===== src/rtl/adjust_repeater.sv =====
// Turns a held time-setting button into step pulses: one on press, then
// auto-repeat after a hold delay, switching to a faster rate after FAST_AFTER repeats.
module adjust_repeater #(
  parameter int HOLD_CYCLES   = 50,
  parameter int REPEAT_CYCLES = 10,
  parameter int FAST_AFTER    = 8,
  parameter int FAST_CYCLES   = 4,
  parameter int CNT_W         = 16
) (
  input  logic clk,
  input  logic clear_n,
  input  logic adjust,
  input  logic enable,
  output logic step,
  output logic repeating,
  output logic fast
);

  typedef enum logic [1:0] {
    S_IDLE    = 2'd0,
    S_WAIT    = 2'd1,
    S_REPEAT  = 2'd2,
    S_LOCKOUT = 2'd3
  } state_t;

  localparam logic [CNT_W-1:0] HOLD_LAST = CNT_W'(HOLD_CYCLES - 1);
  localparam logic [CNT_W-1:0] SLOW_LAST = CNT_W'(REPEAT_CYCLES - 1);
  localparam logic [CNT_W-1:0] FAST_LAST = CNT_W'(FAST_CYCLES - 1);
  localparam logic [7:0]       FAST_N    = 8'(FAST_AFTER);

  state_t           state, state_next;
  logic [CNT_W-1:0] cnt, cnt_next;
  logic [7:0]       rep, rep_next;
  logic             step_next;
  logic [CNT_W-1:0] period_last;

  assign period_last = (rep < FAST_N) ? SLOW_LAST : FAST_LAST;

  always_comb begin
    state_next = state;
    cnt_next   = cnt;
    rep_next   = rep;
    step_next  = 1'b0;
    if (!enable) begin
      // A button still held across a mode change is locked out until released.
      state_next = adjust ? S_LOCKOUT : S_IDLE;
      cnt_next   = '0;
      rep_next   = '0;
    end else begin
      case (state)
        S_IDLE: begin
          if (adjust) begin
            step_next  = 1'b1;
            state_next = S_WAIT;
            cnt_next   = '0;
          end
        end
        S_WAIT: begin
          if (!adjust) begin
            state_next = S_IDLE;
            cnt_next   = '0;
          end else if (cnt == HOLD_LAST) begin
            step_next  = 1'b1;
            state_next = S_REPEAT;
            cnt_next   = '0;
            rep_next   = '0;
          end else begin
            cnt_next = cnt + CNT_W'(1);
          end
        end
        S_REPEAT: begin
          if (!adjust) begin
            state_next = S_IDLE;
            cnt_next   = '0;
            rep_next   = '0;
          end else if (cnt == period_last) begin
            step_next = 1'b1;
            cnt_next  = '0;
            if (rep < FAST_N) rep_next = rep + 8'd1;
          end else begin
            cnt_next = cnt + CNT_W'(1);
          end
        end
        S_LOCKOUT: begin
          if (!adjust) state_next = S_IDLE;
        end
        default: begin
          state_next = S_IDLE;
          cnt_next   = '0;
          rep_next   = '0;
        end
      endcase
    end
  end

  always_ff @(posedge clk or negedge clear_n) begin
    if (!clear_n) begin
      state     <= S_IDLE;
      cnt       <= '0;
      rep       <= '0;
      step      <= 1'b0;
      repeating <= 1'b0;
      fast      <= 1'b0;
    end else begin
      state     <= state_next;
      cnt       <= cnt_next;
      rep       <= rep_next;
      step      <= step_next;
      repeating <= (state_next == S_REPEAT);
      fast      <= (state_next == S_REPEAT) && (rep_next == FAST_N);
    end
  end

endmodule


===== config.mk =====
export PLATFORM = sky130hd
export DESIGN_NAME = adjust_repeater
export DESIGN_NICKNAME = d
export VERILOG_FILES = /design/src/rtl/adjust_repeater.sv
export SDC_FILE = /design/constraint.sdc
export NUM_CORES = 1
export LEC_CHECK = 0
export BUFFER_PORTS_ARGS = -buffer_cell sky130_fd_sc_hd__buf_4
export CAP_MARGIN = 0
export CORE_ASPECT_RATIO = 1.5
export CORE_UTILIZATION = 61
export DETAILED_ROUTE_END_ITERATION = 6
export GPL_TIMING_DRIVEN = 0
export PLACE_DENSITY = 0.79
export SLEW_MARGIN = 5
export SYNTH_ARGS = -nofsm -noshare
export SYNTH_HDL_FRONTEND = slang
export SYNTH_SLANG_ARGS = --single-unit

===== constraint.sdc =====
create_clock -name clk -period 2.9 [get_ports clk]
set_clock_uncertainty 0.2 [all_clocks]
set_input_delay 0.29 -clock clk [delete_from_list [all_inputs] [get_ports clk]]
set_output_delay 0.29 -clock clk [all_outputs]
set_load 0.02 [all_outputs]

# Word-level counts from Yosys, hierarchy flattened
# Index checks and enable logic that the tools add are counted.
word_totals:
  regBits: 29
  inputBits: 4
  output_inout_bits: 3
  elab_cells: 51
op_classes:
  n_addsub: 2
  order_cmp: 1
  n_eq_ne: 9
  muxes: 29
  reduce_logical: 4
ops:
  columns: ["cell", "count"]
  rows:
  - ["16-bit 2-to-1 mux", 6]
  - ["8-bit 2-to-1 mux", 6]
  - ["16-bit one-hot mux with 3 select lines", 1]
  - ["16-bit by 1-bit adder with 16-bit output (second input constant)", 1]
  - ["16-bit by 4-bit == test with 1-bit output", 1]
  - ["16-bit by 6-bit == test with 1-bit output (second input constant)", 1]
  - ["8-bit one-hot mux with 2 select lines", 1]
  - ["2-bit 2-to-1 mux", 6]
  - ["8-bit by 1-bit adder with 8-bit output (second input constant)", 1]
  - ["8-bit by 4-bit == test with 1-bit output (second input constant)", 1]
  - ["8-bit by 4-bit less-than comparator with 1-bit output (second input constant)", 1]
  - ["2-bit == test (second input constant)", 3]
  - ["1-bit 2-to-1 mux", 6]
  - ["2-bit one-hot mux with 3 select lines", 1]
  - ["4-bit 2-to-1 mux", 1]
  - ["4-bit by 1-bit != test with 1-bit output (second input constant)", 1]
  - ["3-bit != test (second input constant)", 1]
  - ["1-bit one-hot mux with 3 select lines", 1]
  - ["2-bit by 1-bit == test with 1-bit output (second input constant)", 1]
  - ["2-bit logical NOT", 1]
  - ["2-bit AND reduction", 1]
  - ["2-bit OR reduction", 1]
  - ["1-bit logical AND", 1]

# Longest topological paths before layout
# Gate-level depths: netlist of the first run.
depth:
  ltp_word: 9
  depth_mapped: 9
  ltp_nobuf: 8

# Least setup slack after synthesis of the first run
# Ideal clock, no wire load.
synth_timing:
  path_kind: "reg-to-reg"
  from: "reg state[1]"
  to: "reg cnt[11]"
  setup_time_ns: 0.121
  arrival_ns: 1.977
  required_time_ns: 2.579
  path_slack_ns: 0.602
  stages_incl_launch_ff: 10
  path_buffers: 1
  period_less_slack_ns: 2.298
  path_cell_list: "dfrtp_1 > inv_1 > ha_1 > and3_1 > and2_1 > a22oi_1 > and2_1 > buf_2 > o21ai_0 > a22o_1"
synth_between:
  elab_chain_len: 3
  word_cells_on_any_way: 8
  cone_classes: "eq/ne: 4; mux: 2; reduce/logical: 2"
synth_lines:
  columns: ["item", "line_no", "source"]
  rows:
  - ["start, declared", "31", "state_t state, state_next;"]
  - ["start signal, assigned", "105", "state <= state_next;"]
  - ["2-bit == test (tied with other cells)", "50", "case (state)"]
  - ["16-bit one-hot mux with 3 select lines (tied with other cells)", "50", null]
  - ["16-bit 2-to-1 mux / 2-bit AND reduction (equally long branches)", null, null]
  - ["end signal, assigned", "106", "cnt <= cnt_next;"]
  - ["end, declared", "32", "logic [CNT_W-1:0] cnt, cnt_next;"]
# Several ways; a longest one is shown, not always the timed one.
# A chain may end at the register's enable or synchronous reset.

# Worst setup path after layout of the first run
layout_timing:
  from: "reg state[0]"
  to: "reg cnt[11]"
# Same word-level chain as after synthesis.

==> impl_summary.md, run 1 <==
Outcome
The flow ran to the end, and the final reports show no timing, DRC or antenna violations.

Route
The total via count after detailed routing is 1,588. The number of optimization iterations in the first detailed-route pass is 4. The first-iteration detailed-routing DRC count is 50. The residual antenna-violating net count after detailed routing is 0. For this run, design rule violations remaining after detail routing come to 0. Dividing the detail-routed wire length by the instance count gives 15.54 µm. In the routed layout, each cell is associated on average with a via count of 6.277. The total length of routed wires is 3.931 mm.

Floorplan
In this run the count of I/O pins placed on the die edge is 7. The die is 68.36 µm tall. The number of placement rows is 23. The initial cell density of the core is 0.6549.

The area enclosed by the die boundary is 3160 µm². The x dimension of the die is 46.24 µm. The placeable core region is 2734 µm².

Synth
The number of different library cells used by synthesis comes to 46. The most used flip-flop cell after synthesis is sky130_fd_sc_hd__dfrtp_1. The synthesized design contains 29 register bits.

The Yosys step of the flow raised 0 warnings. Yosys attributes the largest share of cell area to sky130_fd_sc_hd__dfrtp_1 (41%), sky130_fd_sc_hd__ha_1 (4.9%), sky130_fd_sc_hd__nand2_1 (4.0%). The share of synthesized area in the top cell type comes to 0.4053.

Yosys mapped a number of flops with a built-in enable equal to 0. Synthesis produced a netlist whose cell count is 201. The portion of the post-synthesis area used by sequential elements is 0.4053. The number of nets handed over by synthesis was 212. The post-synthesis area per instance is 8.908 µm². The post-synthesis instance area is 1790 µm². After synthesis, the share of flip-flops with an asynchronous set or reset is 1.000. The dominant cell type by area after synthesis is sky130_fd_sc_hd__dfrtp_1.

CTS
The CTS tree is built. The number of clock sinks is 29. In this run, CTS created clock tree buffers numbering 5. The number of H-tree levels is 2.

The master cell of the clock root buffer is sky130_fd_sc_hd__clkbuf_8. Counting along the longest clock path gives a buffer depth of 2. The number of buffers inserted by post-CTS setup repair is 0. The clock network latency to the later pin of the worst-skew pair is 0.28 ns. The clock-pin transition on the worst setup and hold timing paths is 0.07 ns.

Placed design
The half-perimeter wire length after detailed placement is 2.762 mm. The routability congestion estimate from global placement is 0.8929. The placed instances occupy a cell area of 1882 µm².

The setup slack at placement is 0.2809 ns. Port buffering added 6 buffers.

Timing
The max-slew violation total from the final report came to 0. The time the final worst path needs with I/O delays and setup is 2.630 ns. At the pin with the least slew margin, the transition time is 0.4527 ns. In the finished design, the share of the clock period the worst path needs comes to 0.9069.

Static timing analysis puts the maximum clock frequency at 380.2 MHz. Setup violations remaining at the end of the flow were counted as 0. For the final routed database, the setup TNS stands at 0 ns.

Setup repair after global routing left no endpoint under its margin. The slack of the critical path is 0.2701 ns. The max-slew headroom at the worst pin is 0.6982. Final hold analysis gives a worst-case slack of 0.1171 ns.

The number of endpoints with negative hold slack in the final report came to 0.

Power
The share of total power dissipated in sequential elements is 0.466. The analysis attributes to net switching a power of 0.0002799 W. The switching power share of the total is 0.3064. The internal power of the cells totals 0.0006336 W. The static power due to leakage is 0.8267 nW.

VDD sags by at most 383.8 µV. The power density normalized to cell area is 461.8 nW/µm². Of the total power, combinational logic draws 0.176.

The share of total power dissipated in the clock network is 0.358.

Finish
The area of all sequential standard cells is 725.7 µm². Leaving out fill and tap cells, the most frequent cell in the layout is sky130_fd_sc_hd__dfrtp_1. The share of post-route cells with drive strength above 1 is 0.1250. The repair_antennas step left the layout with diodes totalling 0.

From synthesis to final layout, the design area changed by 10.48%. The finished cells cover 1978 µm². After filler insertion, the fill cell instance count of the layout stands at 213. The number of nets in the layout is 226. The final core area utilization is 0.7236. The top cell types in the final layout, fill and taps aside, are sky130_fd_sc_hd__dfrtp_1 (29), sky130_fd_sc_hd__nand2_1 (19), sky130_fd_sc_hd__o21ai_0 (12).

The multi-input combinational cell area is 975.9 µm².

Global route
The overflow left after global routing is 0. Across every metal layer, demand over resource in global routing totals 0.2979. The number of antenna violations at the first check in global routing is 0. The via count of the first global-routing pass is 1,506.

The maximum number of pins on one net before global-route repair is 30. The first global-routing pass estimated 6.699 mm of wire.

Worst hold path
The class of the most critical hold timing path is input port to flop. The number of stages on the worst hold path is 3.

Worst setup path
The number of cells on the worst reg-to-reg path is 9. Data on the critical path arrives at its endpoint at 2.60 ns. The kind of start point of the critical path is a flop.

The worst endpoint required time is 2.87 ns. The worst setup path is captured at a flop. Along the worst path, the maximum fanout reaches 10. The setup path with the least slack is of type flop to flop.

Flow run
Max-cap violations in this run came to 0.
-- power by group through the flow --
stage	clock network, W	registers (W)	logic, W
3_3_place_gp	0	0.000432	0.000152
4_1_cts	0.000334	0.000425	0.000160
5_1_grt	0.000350	0.000427	0.000185
6_report	0.000327	0.000426	0.000161
3_5_place_dp	0	0.000433	0.000159
2_1_floorplan	0	0.000431	0.000112
-- critical path: stages, from the launching register on --
cell                      delay, ns
sky130_fd_sc_hd__dfrtp_1       0.44
sky130_fd_sc_hd__inv_1         0.11
sky130_fd_sc_hd__ha_1          0.40
sky130_fd_sc_hd__and3_1        0.22
sky130_fd_sc_hd__and2_1        0.18
sky130_fd_sc_hd__a22oi_1       0.22
sky130_fd_sc_hd__and2_1        0.20
sky130_fd_sc_hd__buf_2         0.23
sky130_fd_sc_hd__o21ai_0       0.12
sky130_fd_sc_hd__a22o_1        0.20
-- kinds of logic after synthesis --
kind of cell | synth area share
adders and majority gates | 0.04891
AOI/OAI and AO/OA | 0.1929
xor gates and xnor gates | 0.009785
buffers and inverters | 0.04961
DFF | 0.4053
and+or+nand+nor | 0.2935
-- routing by layer --
layer | global-route usage | routed length, µm
met5 | 0 | 0
met4 | 0.1765 | 116
met3 | 0.06332 | 150
met2 | 0.4613 | 2004
met1 | 0.3721 | 1659
-- layout make-up --
type,count,area share
sequential,29,0.3669
clock buffer,5,0.03479
multi-input combinational,151,0.4934
buffer,10,0.02404
inverter,11,0.02087
clock inverter,3,0.008855
timing repair buffer,7,0.02783
tap,37,0.02340
-- path summary, 6_finish.rpt --
path / from / to / slack, ns
hold / removal: enable / repeating / 0.12
max in group asynchronous: clear_n / cnt[9] / 1.96
setup reg to reg: state[0] / cnt[11] / 0.27
min in group asynchronous: clear_n / rep[1] / 0.27
setup / recovery: state[0] / cnt[11] / 0.27
hold reg to reg: rep[7] / rep[7] / 0.36
-- registers in the layout, summed over array words and instances, names as in the netlist --
name / flops
rep: 8
cnt: 16
fast: 1
repeating: 1
state: 2
step: 1
-- metrics by stage --
| stage | cells | total power [W] |
|---|---|---|
| 3_5_place_dp | 244 | 0.0005912 |
| 4_1_cts | 253 | 0.0009195 |
| 6_report | 253 | 0.0009136 |
| 5_1_grt | 253 | 0.0009620 |
| 3_3_place_gp | 244 | 0.0005838 |
| 2_1_floorplan | 201 | 0.0005436 |
-- repair_timing --
item                       4_1_cts  5_1_grt
hold buffers                     1        0
hold endpoints to repair        29        0
gates resized for setup          0        0
setup endpoints to repair        0        0
-- cell usage after synthesis, types with 2 or more instances --
| library cell | instances |
|---|---|
| sky130_fd_sc_hd__clkbuf_1 | 4 |
| sky130_fd_sc_hd__nor2_1 | 5 |
| sky130_fd_sc_hd__nor4_2 | 3 |
| sky130_fd_sc_hd__nor2b_1 | 2 |
| sky130_fd_sc_hd__buf_2 | 5 |
| sky130_fd_sc_hd__nor3_1 | 10 |
| sky130_fd_sc_hd__o21a_1 | 2 |
| sky130_fd_sc_hd__a31oi_1 | 9 |
| sky130_fd_sc_hd__nand2b_1 | 3 |
| sky130_fd_sc_hd__and3_1 | 3 |
| sky130_fd_sc_hd__o22ai_1 | 3 |
| sky130_fd_sc_hd__nand4_1 | 5 |
| sky130_fd_sc_hd__inv_1 | 11 |
| sky130_fd_sc_hd__a211o_1 | 2 |
| sky130_fd_sc_hd__o21ai_0 | 12 |
| sky130_fd_sc_hd__nor3b_1 | 2 |
| sky130_fd_sc_hd__dfrtp_1 | 29 |
| sky130_fd_sc_hd__and2_1 | 8 |
| sky130_fd_sc_hd__nand2_1 | 19 |
| sky130_fd_sc_hd__or3_1 | 5 |
| sky130_fd_sc_hd__or2_1 | 2 |
| sky130_fd_sc_hd__nand3_1 | 10 |
| sky130_fd_sc_hd__ha_1 | 7 |
| sky130_fd_sc_hd__a21oi_1 | 11 |
| sky130_fd_sc_hd__a22o_1 | 3 |
| sky130_fd_sc_hd__nor4_1 | 3 |
| sky130_fd_sc_hd__nor4_4 | 2 |
| sky130_fd_sc_hd__o21ai_1 | 3 |
(Power assumes the default switching activity.)
==> run 2: changes to the inputs <==
--- a/config.mk
+++ b/config.mk
@@ -9,6 +9,7 @@
 export CAP_MARGIN = 0
 export CORE_ASPECT_RATIO = 1.5
 export CORE_UTILIZATION = 61
+export CTS_BUF_LIST = sky130_fd_sc_hd__clkbuf_16
 export DETAILED_ROUTE_END_ITERATION = 6
 export GPL_TIMING_DRIVEN = 0
 export PLACE_DENSITY = 0.79
==> impl_summary.md, run 2 (same netlist as run 1, synthesis figures left out) <==
Placed design
In this run the cell area measured after placement is 1882 µm². The routability congestion estimate from global placement is 0.8929. The setup slack at placement is 0.2809 ns.

Detailed placement finished with a half-perimeter wire length of 2.762 mm. The number of I/O port buffers is 6.

Global route
The all-layer global routing usage is 0.3104. The number of antenna violations at the first check in global routing was 0. The maximum number of pins on one net before global-route repair is 30. The via count of the first global-routing pass is 1,523.

The first global-routing pass estimated 6.941 mm of wire. The overflow left after global routing is 0.

Worst setup path
The signal arrival time at the worst endpoint is 2.60 ns. The endpoint identified for the worst register-to-register timing path is cnt[11]. The worst endpoint required time is 2.86 ns. The path type of the worst setup path is flop to flop. The largest delay contributor family on the critical path is simple AND/OR/NAND/NOR gates.

The worst reg2reg path depth is 9. STA classifies the critical path startpoint as a flop. Traced cell by cell, the critical path runs through inv_1 > ha_1 > and3_1 > and2_1 > a22oi_1 > and2_1 > buf_2 > o21ai_0 > a22o_1. The type of element capturing the critical path is a flop.

The maximum fanout along the worst path is 10. The number of buffers and inverters on the critical path is 2. The standard cell with the maximum stage delay on the critical path is sky130_fd_sc_hd__dfrtp_1. The launching point of the worst reg2reg path is state[1]. The setup check on the worst reg-to-reg path leaves a slack of 0.27 ns.

In this design, the critical path's most frequently occurring cell is sky130_fd_sc_hd__and2_1. For this run, the slowest stage of the critical path takes 0.45 ns.

Timing
After layout, the worst setup slack is 0.2667 ns. The max-slew violation total from the final report is 0. The transition time of the tightest slew-check pin is 0.4560 ns.

The number of endpoints with negative hold slack in the final report is 0. The total negative slack is 0 ns. Setup violations remaining at the end of the flow were counted as 0. The time the final worst path needs with I/O delays and setup is 2.633 ns. Setup repair after global routing left no endpoint under its margin. The portion of the clock cycle consumed by the worst path in the final layout is 0.9080.

The max-slew headroom at the worst pin is 0.6960. Timing would allow up to 379.7 MHz.

Floorplan
The vertical die dimension is 68.36 µm. The count of boundary I/O pins is 7. The floorplan has 23 rows.

The x dimension of the die is 46.24 µm. The region available for standard cell placement spans 2734 µm². The initial utilization of the core area, before any placement, comes to 0.6549. The die covers 3160 µm².

CTS
The number of H-tree levels is 2. In this run the post-CTS setup repair buffer count came out at 0. The longest clock path from root to sink contains 2 buffers.

The CTS tree is built. Clock tree synthesis selected as its root buffer the cell sky130_fd_sc_hd__clkbuf_16. The clock-pin transition on the worst setup and hold timing paths is 0.05 ns. The number of clock sinks is 29. After clock tree synthesis, the flow added hold-fix buffers numbering 1.

The count of cells resized by post-cts repair is 0. The total CTS buffers is 5. The clock reaches the later pin of the worst-skew pair after 0.28 ns.

Route
The total length of routed wires is 4.076 mm. In the final routed layout, each cell accounts on average for 16.11 µm. The total via count after detailed routing is 1,572.

The post-detailed-route DRC marker count is 0. The number of optimization iterations in the first detailed-route pass is 4. The detail route stage leaves a number of antenna-violating nets equal to 0. For this block, the initial DRC count from the detailed router was 36. The average via count per standard cell is 6.213.

Power
Dividing total power by cell area gives a power density of 533.5 nW/µm². Summing internal, switching and leakage power gives 0.001085 W. The analysis attributes to net switching a power of 0.0003023 W.

The share of total power dissipated in sequential elements is 0.393. The power share of the combinational group is 0.149. Of the total power, the share spent switching nets is 0.2785.

The cell-internal power is 0.0007831 W. The worst vdd rail ir drop is 515.9 µV. In this run the static leakage power is 0.8524 nW. The power share of the clock group is 0.458.

Finish
The count of antenna diodes in the layout is 0. The largest registers in the layout are cnt: 16 flops, rep: 8 flops, state: 2 flops. The flip-flop count of the largest register, all copies and words added is 16. The layout filler cell count is 204.

The number of nets in the layout is 226. In the final layout, the share of cells above drive strength 1 is 0.1250. The top cell types in the final layout, fill and taps aside, are sky130_fd_sc_hd__dfrtp_1 (29), sky130_fd_sc_hd__nand2_1 (19), sky130_fd_sc_hd__o21ai_0 (12). Relative to the synthesized area, the layout overhead comes to 13.63%. Counting flops per register, the top entry is cnt.

With fillers left out, the area of the finished cells amounts to 2034 µm². The library cell used most frequently in the layout, excluding fill and tap cells, is sky130_fd_sc_hd__dfrtp_1.

Worst hold path
The startpoint identified for the worst hold timing path is enable. The worst hold path was traced through 3 stages. The path class of the tightest hold or removal check is input port to flop. The worst hold path terminates at repeating.

Flow run
The number of max-cap violations is 0.

Outcome
The run finished with clean final reports.
==> run 2: metrics by stage <==
step	std cells	hold WS (ns)	util
finish	253	0.1262	0.7442
global route	253	0.1494	0.7442
CTS	253	0.1249	0.7442
detailed placement	244	0.03373	0.6883
global placement	244	0.02980	0.6883
floorplan	201	-0.2056	-
==> run 2: power groups by stage <==
stage | registers [W] | logic (W) | clock network (W)
floorplan | 0.000431 | 0.000112 | 0
global placement | 0.000432 | 0.000152 | 0
detailed placement | 0.000433 | 0.000159 | 0
CTS | 0.000426 | 0.000161 | 0.000496
global route | 0.000428 | 0.000186 | 0.000518
finish | 0.000426 | 0.000162 | 0.000497
==> run 2: final cells by class <==
type                       instances  area [µm²]  share of cell area
buffer                            10       47.55             0.02337
sequential                        29       725.7              0.3567
clock buffer                       5       125.1             0.06150
multi-input combinational        151       975.9              0.4797
timing repair buffer               7       55.05             0.02706
clock inverter                     3       17.52            0.008610
tap                               37       46.29             0.02276
inverter                          11       41.29             0.02030
==> run 2: layer usage <==
metal,vias up,wire length (µm),GRT usage
li1,767,-,-
met1,746,1696,0.3845
met2,42,2099,0.4859
met3,17,135,0.06332
met4,0,145,0.1838
met5,-,0,0
==> run 2: worst max-delay path by stage <==
stage	start	end	slack (ns)	cells after the start
after floorplan	state[1]	cnt[11]	0.60	9
after global placement	state[0]	cnt[14]	0.33	9
after detailed placement	state[0]	cnt[11]	0.28	9
after CTS	state[0]	cnt[11]	0.26	9
after global routing	state[1]	cnt[13]	0.07	9
final	state[1]	cnt[11]	0.27	9
==> run 2: worst register-to-register path, delay by kind of cell, from the launching register on <==
family                   cells  cell delay, ns
adder cells (fa/ha/maj)      1            0.39
AO/OA/AOI/OAI                3            0.54
AND/OR/NAND/NOR              3            0.60
buffers and inverters        2            0.35
flip-flops                   1            0.45
